## config.mk

```make
export PLATFORM = sky130hd
export DESIGN_NAME = mac_wave_sequencer
export DESIGN_NICKNAME = d
export VERILOG_FILES = /design/src/rtl/mac_wave_pkg.sv /design/src/rtl/col_pick.sv /design/src/rtl/mac_wave_sequencer.sv
export SDC_FILE = /design/constraint.sdc
export NUM_CORES = 1
export LEC_CHECK = 0
export ABC_AREA = 0
export CAP_MARGIN = 25
export CORE_UTILIZATION = 25
export DETAILED_ROUTE_END_ITERATION = 8
export SETUP_SLACK_MARGIN = 0.3
export SLEW_MARGIN = 20
export SYNTH_ARGS = -nofsm -noshare
export SYNTH_HDL_FRONTEND = slang
export SYNTH_SLANG_ARGS = --single-unit
```

## constraint.sdc

```tcl
create_clock -name clk -period 2.35 [get_ports clk]
set_clock_uncertainty 0.1 [all_clocks]
set_input_delay 0.235 -clock clk [delete_from_list [all_inputs] [get_ports clk]]
set_output_delay 0.235 -clock clk [all_outputs]
set_load 0.01 [all_outputs]
```

## src/rtl/mac_wave_pkg.sv

```systemverilog
// mac_wave_pkg: shared state encoding and column constants for the MAC wave sequencer
package mac_wave_pkg;
  localparam int NCOL = 8;
  localparam int COL_IDX_W = 3;
  typedef enum logic [1:0] {IDLE, ISSUE, DRAIN, DONE} state_t;
endpackage

```

## src/rtl/col_pick.sv

```systemverilog
// col_pick: lowest-set-bit encoder giving index, one-hot and single-bit-remaining flag
module col_pick
  import mac_wave_pkg::*;
(
  input  logic [NCOL-1:0]      i_mask,
  output logic [COL_IDX_W-1:0] o_idx,
  output logic [NCOL-1:0]      o_onehot,
  output logic                 o_last
);
  always_comb begin
    o_idx = '0;
    for (int i = NCOL - 1; i >= 0; i--) if (i_mask[i]) o_idx = COL_IDX_W'(i);
  end
  assign o_onehot = i_mask & (~i_mask + 1'b1);
  assign o_last   = (i_mask != '0) && ((i_mask & (i_mask - 1'b1)) == '0);
endmodule

```

## src/rtl/mac_wave_sequencer.sv

```systemverilog
// mac_wave_sequencer: bit-serial issue controller walking weight columns into one column MAC
module mac_wave_sequencer
  import mac_wave_pkg::*;
#(
  parameter int DATA_WIDTH = 8,
  parameter int VEC_LENGTH = 8
) (
  input  logic                             clk,
  input  logic                             reset,
  input  logic                             cmd_valid,
  output logic                             cmd_ready,
  input  logic [DATA_WIDTH*VEC_LENGTH-1:0] cmd_w_mag,
  input  logic [VEC_LENGTH-1:0]            cmd_w_sign,
  input  logic                             cmd_chain,
  input  logic                             cmd_pool,
  input  logic                             cmd_skip_en,
  output logic                             mac_en,
  output logic                             mac_load_accum,
  output logic                             mac_is_pooling,
  output logic [VEC_LENGTH-1:0]            mac_sign,
  output logic [VEC_LENGTH-1:0]            mac_w_bit,
  output logic [COL_IDX_W-1:0]             mac_column_idx,
  output logic                             mac_prev_zero,
  output logic                             act_hold,
  output logic                             done_valid,
  input  logic                             done_ready
);
  localparam logic [NCOL-1:0] FULL_MASK = NCOL'((2 ** DATA_WIDTH) - 1);
  state_t                          r_state, w_state_next;
  logic [NCOL-1:0]                 r_mask, w_or, w_mask_raw, w_mask_new, w_onehot;
  logic [DATA_WIDTH*VEC_LENGTH-1:0] r_mag;
  logic [VEC_LENGTH-1:0]           r_sign, w_col_bits;
  logic                            r_pool, r_prev_zero, w_last, w_accept;
  logic [1:0]                      r_en_cnt;
  logic [COL_IDX_W-1:0]            w_idx;
  logic [NCOL-1:0]                 w_cmd_lane [VEC_LENGTH];
  logic [NCOL-1:0]                 w_lane [VEC_LENGTH];
  genvar l;
  for (l = 0; l < VEC_LENGTH; l++) begin : g_lane
    assign w_cmd_lane[l] = NCOL'(cmd_w_mag[l*DATA_WIDTH +: DATA_WIDTH]);
    assign w_lane[l]     = NCOL'(r_mag[l*DATA_WIDTH +: DATA_WIDTH]);
    assign w_col_bits[l] = w_lane[l][w_idx];
  end
  always_comb begin
    w_or = '0;
    for (int i = 0; i < VEC_LENGTH; i++) w_or |= w_cmd_lane[i];
  end
  // An empty mask still issues column 0 so the pipeline always sees a load cycle.
  assign w_mask_raw = cmd_skip_en ? (w_or & FULL_MASK) : FULL_MASK;
  assign w_mask_new = (w_mask_raw == '0) ? NCOL'(1) : w_mask_raw;
  col_pick u_pick (
    .i_mask  (r_mask),
    .o_idx   (w_idx),
    .o_onehot(w_onehot),
    .o_last  (w_last)
  );
  assign cmd_ready      = (r_state == IDLE) || (r_state == DONE && done_ready);
  assign w_accept       = cmd_valid && cmd_ready;
  assign mac_sign       = r_sign;
  assign mac_is_pooling = r_pool;
  assign mac_prev_zero  = r_prev_zero;
  always_comb begin
    w_state_next   = r_state;
    mac_en         = (r_state == ISSUE) || (r_state == DRAIN);
    mac_load_accum = mac_en && (r_en_cnt == 2'd1);
    mac_column_idx = (r_state == ISSUE) ? w_idx : '0;
    mac_w_bit      = (r_state == ISSUE) ? w_col_bits : '0;
    done_valid     = r_state == DONE;
    act_hold       = (r_state != IDLE) || cmd_valid;
    case (r_state)
      IDLE:    w_state_next = cmd_valid ? ISSUE : IDLE;
      ISSUE:   w_state_next = w_last ? DRAIN : ISSUE;
      DRAIN:   w_state_next = DONE;
      DONE:    w_state_next = done_ready ? (cmd_valid ? ISSUE : IDLE) : DONE;
      default: w_state_next = IDLE;
    endcase
  end
  // r_en_cnt counts mac_en cycles (saturating at 2) so the load lands on the second one.
  always_ff @(posedge clk) begin
    if (reset) begin
      r_state     <= IDLE;
      r_mask      <= '0;
      r_mag       <= '0;
      r_sign      <= '0;
      r_pool      <= 1'b0;
      r_prev_zero <= 1'b0;
      r_en_cnt    <= '0;
    end else begin
      r_state <= w_state_next;
      if (w_accept) begin
        r_mask      <= w_mask_new;
        r_mag       <= cmd_w_mag;
        r_sign      <= cmd_w_sign;
        r_pool      <= cmd_pool;
        r_prev_zero <= !cmd_chain;
        r_en_cnt    <= '0;
      end else begin
        if (r_state == ISSUE) r_mask <= r_mask & ~w_onehot;
        if (mac_en && r_en_cnt != 2'd2) r_en_cnt <= r_en_cnt + 2'd1;
      end
    end
  end
endmodule

```

---- Word level (Yosys, flattened, before mapping) ----
Index checks and enable logic that the tools add are counted.
word-level totals
  flip-flop bits (word level) ............. 86
  bits in latches ......................... 0
  bits in writable memories ............... 0
  bits in read-only memories .............. 0
  input bits .............................. 79
  output and inout port bits .............. 26
  logic and storage cells ................. 78
  memories ................................ 0
operators by class
  add/subtract/negate cells ............... 3
  $mul .................................... 0
  divide/modulo/power cells ............... 0
  $lt $le $gt $ge ......................... 1
  equality and inequality tests ........... 5
  shifts and indexed selects .............. 0
  muxes and demuxes ....................... 34
  bitwise logic cells ..................... 12
  reductions and logical operators ........ 16
operator list
  cell                                                                    number
  8-bit bitwise OR                                                        7
  8-bit two-way mux                                                       5
  3-bit two-way mux                                                       9
  8-bit AND                                                               3
  1-bit binary-select mux with 3-bit select                               8
  8-bit logical NOT                                                       2
  8-bit inverter                                                          2
  1-bit two-way mux                                                       9
  8-bit by 1-bit adder with 8-bit output (second input constant)          1
  2-bit one-hot mux with 4 select lines                                   1
  8-bit nonzero test                                                      1
  8-bit by 1-bit subtractor with 8-bit output (second input constant)     1
  1-bit logical AND                                                       5
  2-bit by 1-bit equality test with 1-bit output (second input constant)  2
  2-bit equality test (second input constant)                             2
  3-bit by 4-bit < comparator with 1-bit output (second input constant)   1
  2-bit two-way mux                                                       2
  2-bit nonzero test                                                      2
  1-bit logical OR                                                        3
  2-bit by 1-bit adder with 2-bit output (second input constant)          1
  2-bit logical NOT                                                       1
  2-bit inequality test (second input constant)                           1
  2-bit OR reduction                                                      1
  1-bit logical NOT                                                       1

---- Longest topological paths before layout ----
  depth in word-level cells ............... 11
  depth in mapped cells ................... 8

---- Cells and area by module ----
From an unflattened synthesis, not the netlist that was laid out.
unflattened totals
  cell total of the unflattened synthesis .. 498
  area, all modules ....................... 4162.7 sq um
by module, submodules not included
  module              times used  cells an instance  area each (sq um)  seq. area each (sq um)
  mac_wave_sequencer  1           465                3937.5             1721.7
  col_pick            1           33                 225.2              0.0

---- Worst setup path before layout ----
OpenSTA, ideal clock, no wires.
  kind .................................... register -> output
  start point ............................. register r_mask[4]
  end point ............................... output mac_w_bit[6]
  arrival ................................. 1648 ps
  slack ................................... 367 ps
  stages on the path, launching flop included .. 6
  path buffers ............................ 2
  cell sequence ........................... dfxtp_1 > buf_6 > or4_4 > a221o_1 > buf_2 > o221ai_1
on the way
  cells in the longest elaborated chain, start to end .. 8
RTL lines
  element                                    RTL line                  source
  from (decl)                                mac_wave_sequencer.sv:30  logic [NCOL-1:0] r_mask, w_or, w_mask_raw, w_mask_new, w_onehot;
  from (signal assigned)                     mac_wave_sequencer.sv:91  r_mask <= w_mask_new;
  from (signal assigned)                     mac_wave_sequencer.sv:98  if (r_state == ISSUE) r_mask <= r_mask & ~w_onehot;
  3-bit two-way mux (5 in series)            col_pick.sv:12            for (int i = NCOL - 1; i >= 0; i--) if (i_mask[i]) o_idx = COL_IDX_W'(i);
  1-bit binary-select mux with 3-bit select  mac_wave_sequencer.sv:42  assign w_col_bits[l] = w_lane[l][w_idx];
  1-bit two-way mux (implied by the code)    mac_wave_sequencer.sv:42
  8-bit two-way mux                          mac_wave_sequencer.sv:67  mac_w_bit = (r_state == ISSUE) ? w_col_bits : '0;
  to (decl)                                  mac_wave_sequencer.sv:21  output logic [VEC_LENGTH-1:0] mac_w_bit,
No other way between the ends. The select of a mux whose other input is x is not followed.

---- Final worst setup path ----
  start point ............................. register r_mask[5]
  end point ............................... output mac_w_bit[7]
on the way
  cells in the longest elaborated chain, start to end .. 9
RTL lines
  element                                    RTL line
  3-bit two-way mux (6 in series)            col_pick.sv:12
  1-bit binary-select mux with 3-bit select  mac_wave_sequencer.sv:42
  1-bit two-way mux (implied by the code)    mac_wave_sequencer.sv:42
  8-bit two-way mux                          mac_wave_sequencer.sv:67
No other way between the ends. The select of a mux whose other input is x is not followed.

==> results_dict.tcl <==
set metrics [dict create \
    status "finished, violations left" \
    violations "setup timing" \
    r2r_cells 7 \
    cts_root_buf "clkbuf_16" \
    hold_start "reset" \
    hold_buffers 0 \
    worstReg2RegEnd "r_state[1]" \
    power_uw 4375 \
    num-fill-cells 1743 \
    area_delta_synth_final_pct 49.31 \
    min_path_cells 2 \
    synth_cell_type_count 52 \
    syn-num-nets 641 \
    layout_common_cells "nand2_1, clkdlybuf4s50_1, a21oi_1" \
    hold_violations 0 \
    place.gp.congestion 0.9260 \
    synth-main-ff-cell "dfxtp_1" \
    irDropWorstVdd_mv 0.3797 \
    htreeDepth 3 \
    diodes 0 \
    worstHoldEndpoint "r_mag[2]" \
    slew_viol_final 0 \
    worst_pin_slew_ns 0.5198 \
    critPathMaxFanout 8 \
    setup_viol 8 \
    maxCapViolations 0 \
    clkSinkCount 86 \
    syn_area_sq_um 4243 \
    multiInputGateArea_sq_um 2427 \
    pre_cts_slack_ns -0.3167 \
    clk_pin_slew_ns 0.07 \
    grt_first_pass_wirelength_um 22480 \
    vias_per_cell 4.848 \
    slew_headroom_pct 65.03 \
    yosys.area.top_type_share_pct 40.58 \
    worst_slack_ns -0.08900 \
    rows 47 \
    core_area_sq_um 16580 \
    start_util_pct 25.58 \
    final_nets 771 \
    design.die.area_sq_um 17500 \
    synth_seq_cells 86 \
    seq_area_sq_um 1732 \
    antenna_found_initial 0 \
    drive_gt1_share_pct 19.28 \
    fp.dieH_um 132.3 \
    synth_cells 555 \
    cts_tree "done" \
    p_per_area_nw_per_um2 690.7 \
    synth.avg_cell_area_sq_um 7.645 \
    worst-setup-path-type "reg2out" \
    wl_per_cell_um 15.86 \
    synth_edf_count 0 \
    rsz0062_at_grt "yes" \
    yosys_warnings 0 \
    grt_max_degree 48 \
    routed_wl_um 14430 \
    power_leakage_uw 0.002331 \
    drc 0 \
    finalCritPeriodShare_pct 103.8 \
    die_w_um 132.3 \
    start_kind "register" \
    post_dp_cell_area_sq_um 5831 \
    cp.arrival_ns 2.10 \
    io_pins 105 \
    stdcell_area_sq_um 6335 \
    synthTopCellsByArea "dfxtp_1, nand2_1, a21oi_1" \
    gr-total-overflow 0 \
    routed-via-count 4412 \
    track_usage_pct 16.52 \
    drt_iter0_drc 393 \
    clock_path_buffers 2 \
    period_minus_slack_ns 2.439 \
    ys_seq_area_share_pct 40.58 \
    ant_nets 0 \
    grt_pass1_vias 4276 \
    critPathRequiredTime_ns 2.02 \
    dr.pass1.iters 5 \
    clk_latency_ns 0.35 \
    synthArstFlopShare_pct 0 \
    hold_class "in2reg" \
    max_freq_ghz 0.4100 \
    cts_buffers 9 \
    hpwl_um 10730 \
    final_common_cell "nand2_1" \
    synth_top_cell_by_area "dfxtp_1" \
    numPortBuffers 104 \
    r2r-start "r_mask[2]" \
    reg2reg_slack_ns 0.36 \
    endpoint_kind "primary output" \
]
## worst max-delay path: stages, from the launching register on
cell      delay [ns]
dfxtp_2         0.33
or4_4           0.55
nand4_1         0.18
a211oi_4        0.06
buf_12          0.17
a22oi_2         0.18
o221ai_2        0.13
buf_2           0.16
## timing repair
action / in CTS / in global routing
setup endpoints to repair: 14 / 33
setup buffers: 3 / 1
pin swaps: 10 / 6
gates resized for setup: 78 / 28
## final cells by class
class,count,share of cell area [%]
clock inverters,6,0.7110
well taps,220,4.345
repair buffers,161,25.04
inverters,8,0.4740
multi-input cells,419,38.32
clock buffers,10,3.772
flip-flops and latches,86,27.34
## kinds of logic after synthesis
family | Yosys count | synth area share (%)
AO/OA/AOI/OAI | 155 | 21.82
XOR/XNOR | 2 | 0.4129
adder cells (fa/ha/maj) | 7 | 2.064
buffers and inverters | 50 | 6.016
flip-flops | 86 | 40.58
multiplexers | 16 | 3.775
AND/OR/NAND/NOR | 239 | 25.33
## worst max-delay path by stage
stage,cells past startpoint,endpoint,from
6_report,7,mac_w_bit[7],r_mask[5]
5_1_grt,7,mac_w_bit[2],r_mask[5]
4_1_cts,9,mac_w_bit[1],r_mask[7]
3_5_place_dp,6,mac_w_bit[0],r_mask[6]
3_3_place_gp,6,mac_w_bit[0],r_mask[6]
2_1_floorplan,5,mac_w_bit[6],r_mask[4]
## synthesized netlist by cell type (2+ instances only)
| cell | instances |
|---|---|
| o21ai_0 | 19 |
| inv_1 | 8 |
| nor2_1 | 12 |
| nand2b_1 | 2 |
| a22oi_1 | 8 |
| dfxtp_1 | 86 |
| nand4b_1 | 6 |
| clkbuf_1 | 29 |
| nand4_1 | 2 |
| nor2b_1 | 2 |
| buf_6 | 5 |
| a211oi_1 | 3 |
| ha_1 | 7 |
| xnor2_1 | 2 |
| nor4b_1 | 2 |
| mux2i_1 | 16 |
| nor4_1 | 9 |
| o22ai_1 | 16 |
| nand2_1 | 172 |
| and2_1 | 2 |
| o211ai_1 | 2 |
| o221ai_1 | 8 |
| nor3_1 | 11 |
| or4_4 | 2 |
| buf_2 | 5 |
| o21ai_1 | 2 |
| a31oi_1 | 2 |
| nand3_1 | 8 |
| a21oi_1 | 84 |
## through the flow
stage	setup TNS (ns)	utilization, %	hold slack (ns)	std cells
final	-0.5090	38.20	0.2485	910
after detailed placement	-2.422	35.16	0.3444	890
after global routing	-1.041	38.20	0.2780	910
after floorplan	0	-	0.2247	555
after global placement	-2.241	35.16	0.3384	890
after CTS	-0.6098	37.51	0.2420	909
## report_power, final
group	switching, uW	total [uW]	internal (uW)
registers	73.4	1660	1580
logic	695	1350	652
clock network	621	1370	751
total	1390	4380	2990
## sequential cells by signal, summed over array words and instances (netlist names)
name / flops
mac_prev_zero: 1
r_en_cnt: 2
r_mask: 8
mac_sign: 8
r_mag: 64
r_state: 2
mac_is_pooling: 1
## per-layer routing
metal	vias to the layer above	wire length, um	GRT usage, %
met2	123	6848	26.75
met3	17	622	2.999
met4	0	288	6.641
met5	-	0	0
li1	2198	-	-
met1	2074	6669	21.67
Note: power is estimated with default switching activity, not from simulation.
==> variant 1: new RTL, config.mk and constraints unchanged <==
Change the parameter `DATA_WIDTH` from 8 to 6.
--- a/src/rtl/mac_wave_sequencer.sv
+++ b/src/rtl/mac_wave_sequencer.sv
@@ -3,5 +3,5 @@
   import mac_wave_pkg::*;
 #(
-  parameter int DATA_WIDTH = 8,
+  parameter int DATA_WIDTH = 6,
   parameter int VEC_LENGTH = 8
 ) (
Interface: changed (resized cmd_w_mag); port bits go from 105 to 89. The function was not compared with the original's and may differ.
==> variant 1 against the unedited design <==
Critical endpoint is now mac_w_bit[5]. Setup slack lost 83 ps. Power shrank 15%. Die area shrank 19%. Largest cell class unchanged. The run still ends with setup timing left. Routed wire length shrank 18%. Sequential cell count shrank 16. Area after synthesis shrank 19%. Sequential power shrank 19%. Cell area shrank 14%. Critical path type unchanged.
==> variant 1: results (changes against the unedited design) <==
* Outcome: finished with violations (unchanged)
* Violations in the final reports: setup timing (unchanged)
* Final Instance Count excl. Fillers: 745 (was 910)
- The slew at the pin with the worst max-slew slack is 670.6 ps (was 519.8 ps).
* Max reg flops: 48 (was 64)
- Cell types with the highest counts after synthesis: 123 x nand2_1, 70 x dfxtp_1, 64 x a21oi_1, 20 x clkbuf_1, 17 x inv_1 (was 172 x nand2_1, 86 x dfxtp_1, 84 x a21oi_1, 29 x clkbuf_1, 19 x o21ai_0).
* Post-synthesis cell count: 437 (was 555)
- Critical Path End: mac_w_bit[5] (was mac_w_bit[7])
* Worst R2R End: r_state[0]$_SDFF_PP0_ (was r_state[1]$_SDFF_PP0_)
- The worst hold slack after final layout came to 349.9 ps (was 248.5 ps).
- Fin nets: 634 (was 771)
- The number of cells on the worst reg-to-reg path was 8 (was 7).
- Placed Instance Area: 4738 um2 (was 5831 um2)
* Hold worst-path end: r_mag[43]$_SDFFE_PP0P_ (was r_mag[2]$_SDFFE_PP0P_)
* Minimum setup slack in the final design: -171.6 ps (was -89.00 ps)
* Total routed wirelength: 11810 um (was 14430 um)
* Final setup viols: 8 (unchanged)
- Total of buffers placed on input and output ports: 88 (was 104)
- The detailed-placement wirelength estimate was 8625 um (was 10730 um).
- Final estimated routing congestion in global placement: 0.8398 (was 0.9260)
- The class of the worst hold path is flop to flop (was input pin to flop).
- The slack of the worst reg-to-reg path is 460 ps (was 360 ps).
- The peak supply drop came to 0.3273 mV (was 0.3797 mV).
* Combined global-route utilization of all metal layers: 0.1679 (was 0.1652)
- Pin count of the biggest net entering global routing: 35 (was 48)
* # placed instances: 712 (was 890)
- Leak: 0.002034 uW (was 0.002331 uW)
- The top fanout value on the critical path came to 5 (was 8).
* Delay of the slowest cell on the worst path: 330 ps (was 550 ps)
- The number of global-route vias before repair is 3616 (was 4276).
* Sequential element share of the synthesized area: 0.4092 (was 0.4058)
* Slowest cell on crit path: dfxtp_2 (was or4_4)
- The beginning of the critical path is r_mask[6]$_SDFFE_PP0P_ (was r_mask[5]$_SDFFE_PP0P_).
* Setup repair bufs after CTS: 8 (was 3)
[variant 1: logic make-up (layout without fill, tap and decap cells)]
logic type                 after synthesis  count (layout)  synth area share
adders and majority gates                8               8           0.02850
muxes                                    4               4           0.01206
buffers and inverters                   48             180           0.05919
and+or+nand+nor                        189             189            0.2616
xor gates and xnor gates                 2               2          0.005116
AOI/OAI and AO/OA                      116             116            0.2243
DFF                                     70              70            0.4092
[variant 1: layout make-up]
cell class,count,area [um2]
fill,1287,7871
multi-input combinational,319,2056
sequential,70,1415
timing repair buffer,147,1368
clock buffer,11,242.7
tap,176,220.2
inverter,17,63.81
clock inverter,5,58.81
[variant 1: routing by layer]
layer / wire (um) / track usage / part of all wire
met5: 0 / 0 / 0
met4: 417 / 0.08782 / 0.035
met1: 5139 / 0.2128 / 0.44
met2: 5626 / 0.2689 / 0.48
met3: 627 / 0.03209 / 0.053
[variant 1: where the power goes]
part           switching, uW  internal (uW)
combinational            525            501
sequential              62.3           1280
clock                    517            850
total                   1100           2630
==> variant 2: new RTL, same flow settings <==
Without the edit above. The 4 states of `state_t` get a one-hot encoding in 4 bits.
--- a/src/rtl/mac_wave_pkg.sv
+++ b/src/rtl/mac_wave_pkg.sv
@@ -3,5 +3,5 @@
   localparam int NCOL = 8;
   localparam int COL_IDX_W = 3;
-  typedef enum logic [1:0] {IDLE, ISSUE, DRAIN, DONE} state_t;
+  typedef enum logic [3:0] {IDLE = 4'b0001, ISSUE = 4'b0010, DRAIN = 4'b0100, DONE = 4'b1000} state_t;
 endpackage
 
Behaviour: same outputs for any inputs over 10 cycles, from zero or initial values and one cycle with reset high; not proved beyond that.
==> variant 2 against the unedited design <==
The flow still finishes with violations (setup timing). Register-to-register slack barely moved. Area after synthesis up 4.8%. Power grew 25%. Routed wire length grew 7.5%. Sequential share of layout area is 0.12 points lower. Cell area is 2.8% higher. Setup slack got worse by 61 ps. Sequential cell count rose by 2.
==> variant 2: results (changes against the unedited design) <==
- Outcome: finished with violations (unchanged)
* Violations in the final reports: setup timing (unchanged)
* Storage element area: 1773 um2 (was 1732 um2)
- The global-route track usage on met3 is 0.03741 (was 0.02999).
- The start of the worst register-to-register path is r_mask[0]$_SDFFE_PP0P_ (was r_mask[2]$_SDFFE_PP0P_).
* Minimum setup slack in the final design: -149.9 ps (was -89.00 ps)
* Final setup viols: 8 (unchanged)
- Pin count of the biggest net entering global routing: 33 (was 48)
- Cell area after layout: 6515 um2 (was 6335 um2)
- The clock buffer instance count of the final layout came to 11 (was 10).
- The xor-xnor portion of the synthesized cell area is 0.005909 (was 0.004129).
- The area fraction in compound gates after synthesis was 0.2521 (was 0.2182).
- The total vias in the final route was 4672 (was 4412).
* Layout sequential cell count: 88 (was 86)
* Cell types occupying the most area after synthesis: dfxtp_1 40%, nand2_1 13%, a21oi_1 8.7%, o2111ai_1 4.7%, buf_2 2.4% (was dfxtp_1 41%, nand2_1 15%, a21oi_1 9.9%, mux2i_1 3.8%, clkbuf_1 2.6%)
- The adder-cell share of the synthesized area is 0.007878 (was 0.02064).
- Share of post-route cells with drive strength above 1: 0.1901 (was 0.1928)
- Mean cell area of the mapped netlist: 7.640 um2 (was 7.645 um2)
* Leak: 0.002335 uW (was 0.002331 uW)
* Final estimated routing congestion in global placement: 0.8599 (was 0.9260)
* Distinct cell type count of the synthesized netlist: 58 (was 52)
- Placed Instance Area: 6011 um2 (was 5831 um2)
* # placed instances: 914 (was 890)
- Signal buffers: 167 (was 161)
- Multi-In Gates: 421 (was 419)
* Inverter count of the layout excluding clock inverters: 18 (was 8)
- The beginning of the critical path is r_state[0]$_SDFF_PP1_ (was r_mask[5]$_SDFFE_PP0P_).
- The first-iteration detailed-routing DRC count is 391 (was 393).
- Depth of the worst register-to-register path: 6 (was 7)
- HPWL after DPL: 11520 um (was 10730 um)
* Hold worst-path end: r_mask[1]$_SDFFE_PP0P_ (was r_mag[2]$_SDFFE_PP0P_)
* Critical Path End: mac_w_bit[3] (was mac_w_bit[7])
- Global routing met2 resource utilization: 0.2670 (was 0.2675)
- Multi-input logic area: 2545 um2 (was 2427 um2)
- Net count of the mapped netlist: 663 (was 641)
* Worst R2R End: r_state[2]$_SDFF_PP0_ (was r_state[1]$_SDFF_PP0_)
- The met3 layer wire length in the routed design was 1142 um (was 622 um).
- Met1 global-route usage: 0.2420 (was 0.2167)
* Number of global-route vias before repair: 4367 (was 4276)
- The post-place setup slack was -251.9 ps (was -316.7 ps).
- The peak supply drop is 0.4434 mV (was 0.3797 mV).
==> variant 2: cell count changes after synthesis, sizes merged, moves of 6 or more <==
| cell | before | now |
|---|---|---|
| nor2 | 14 | 20 |
| buf | 12 | 27 |
| a32oi | 0 | 6 |
| o221ai | 8 | 2 |
| o21bai | 0 | 8 |
| o21ai | 21 | 8 |
| o21a | 1 | 8 |
| o211ai | 2 | 8 |
| o2111ai | 0 | 24 |
| inv | 8 | 18 |
| o22ai | 16 | 2 |
| nand2 | 172 | 154 |
| mux2i | 16 | 2 |
==> variant 2: power breakdown <==
| group | leakage [uW] | total [uW] | internal [uW] | switching, uW |
|---|---|---|---|---|
| Clock | 0.000129 | 1390 | 754 | 640 |
| Combinational | 0.00148 | 2210 | 990 | 1220 |
| Sequential | 0.000724 | 1850 | 1710 | 135 |
| Total | 0.00233 | 5450 | 3450 | 2000 |
==> variant 2: repair_timing <==
item,4_1_cts,5_1_grt
setup endpoints to repair,20,30
pin swaps,16,13
setup buffers,2,3
hold buffers,0,0
resized for setup,82,23
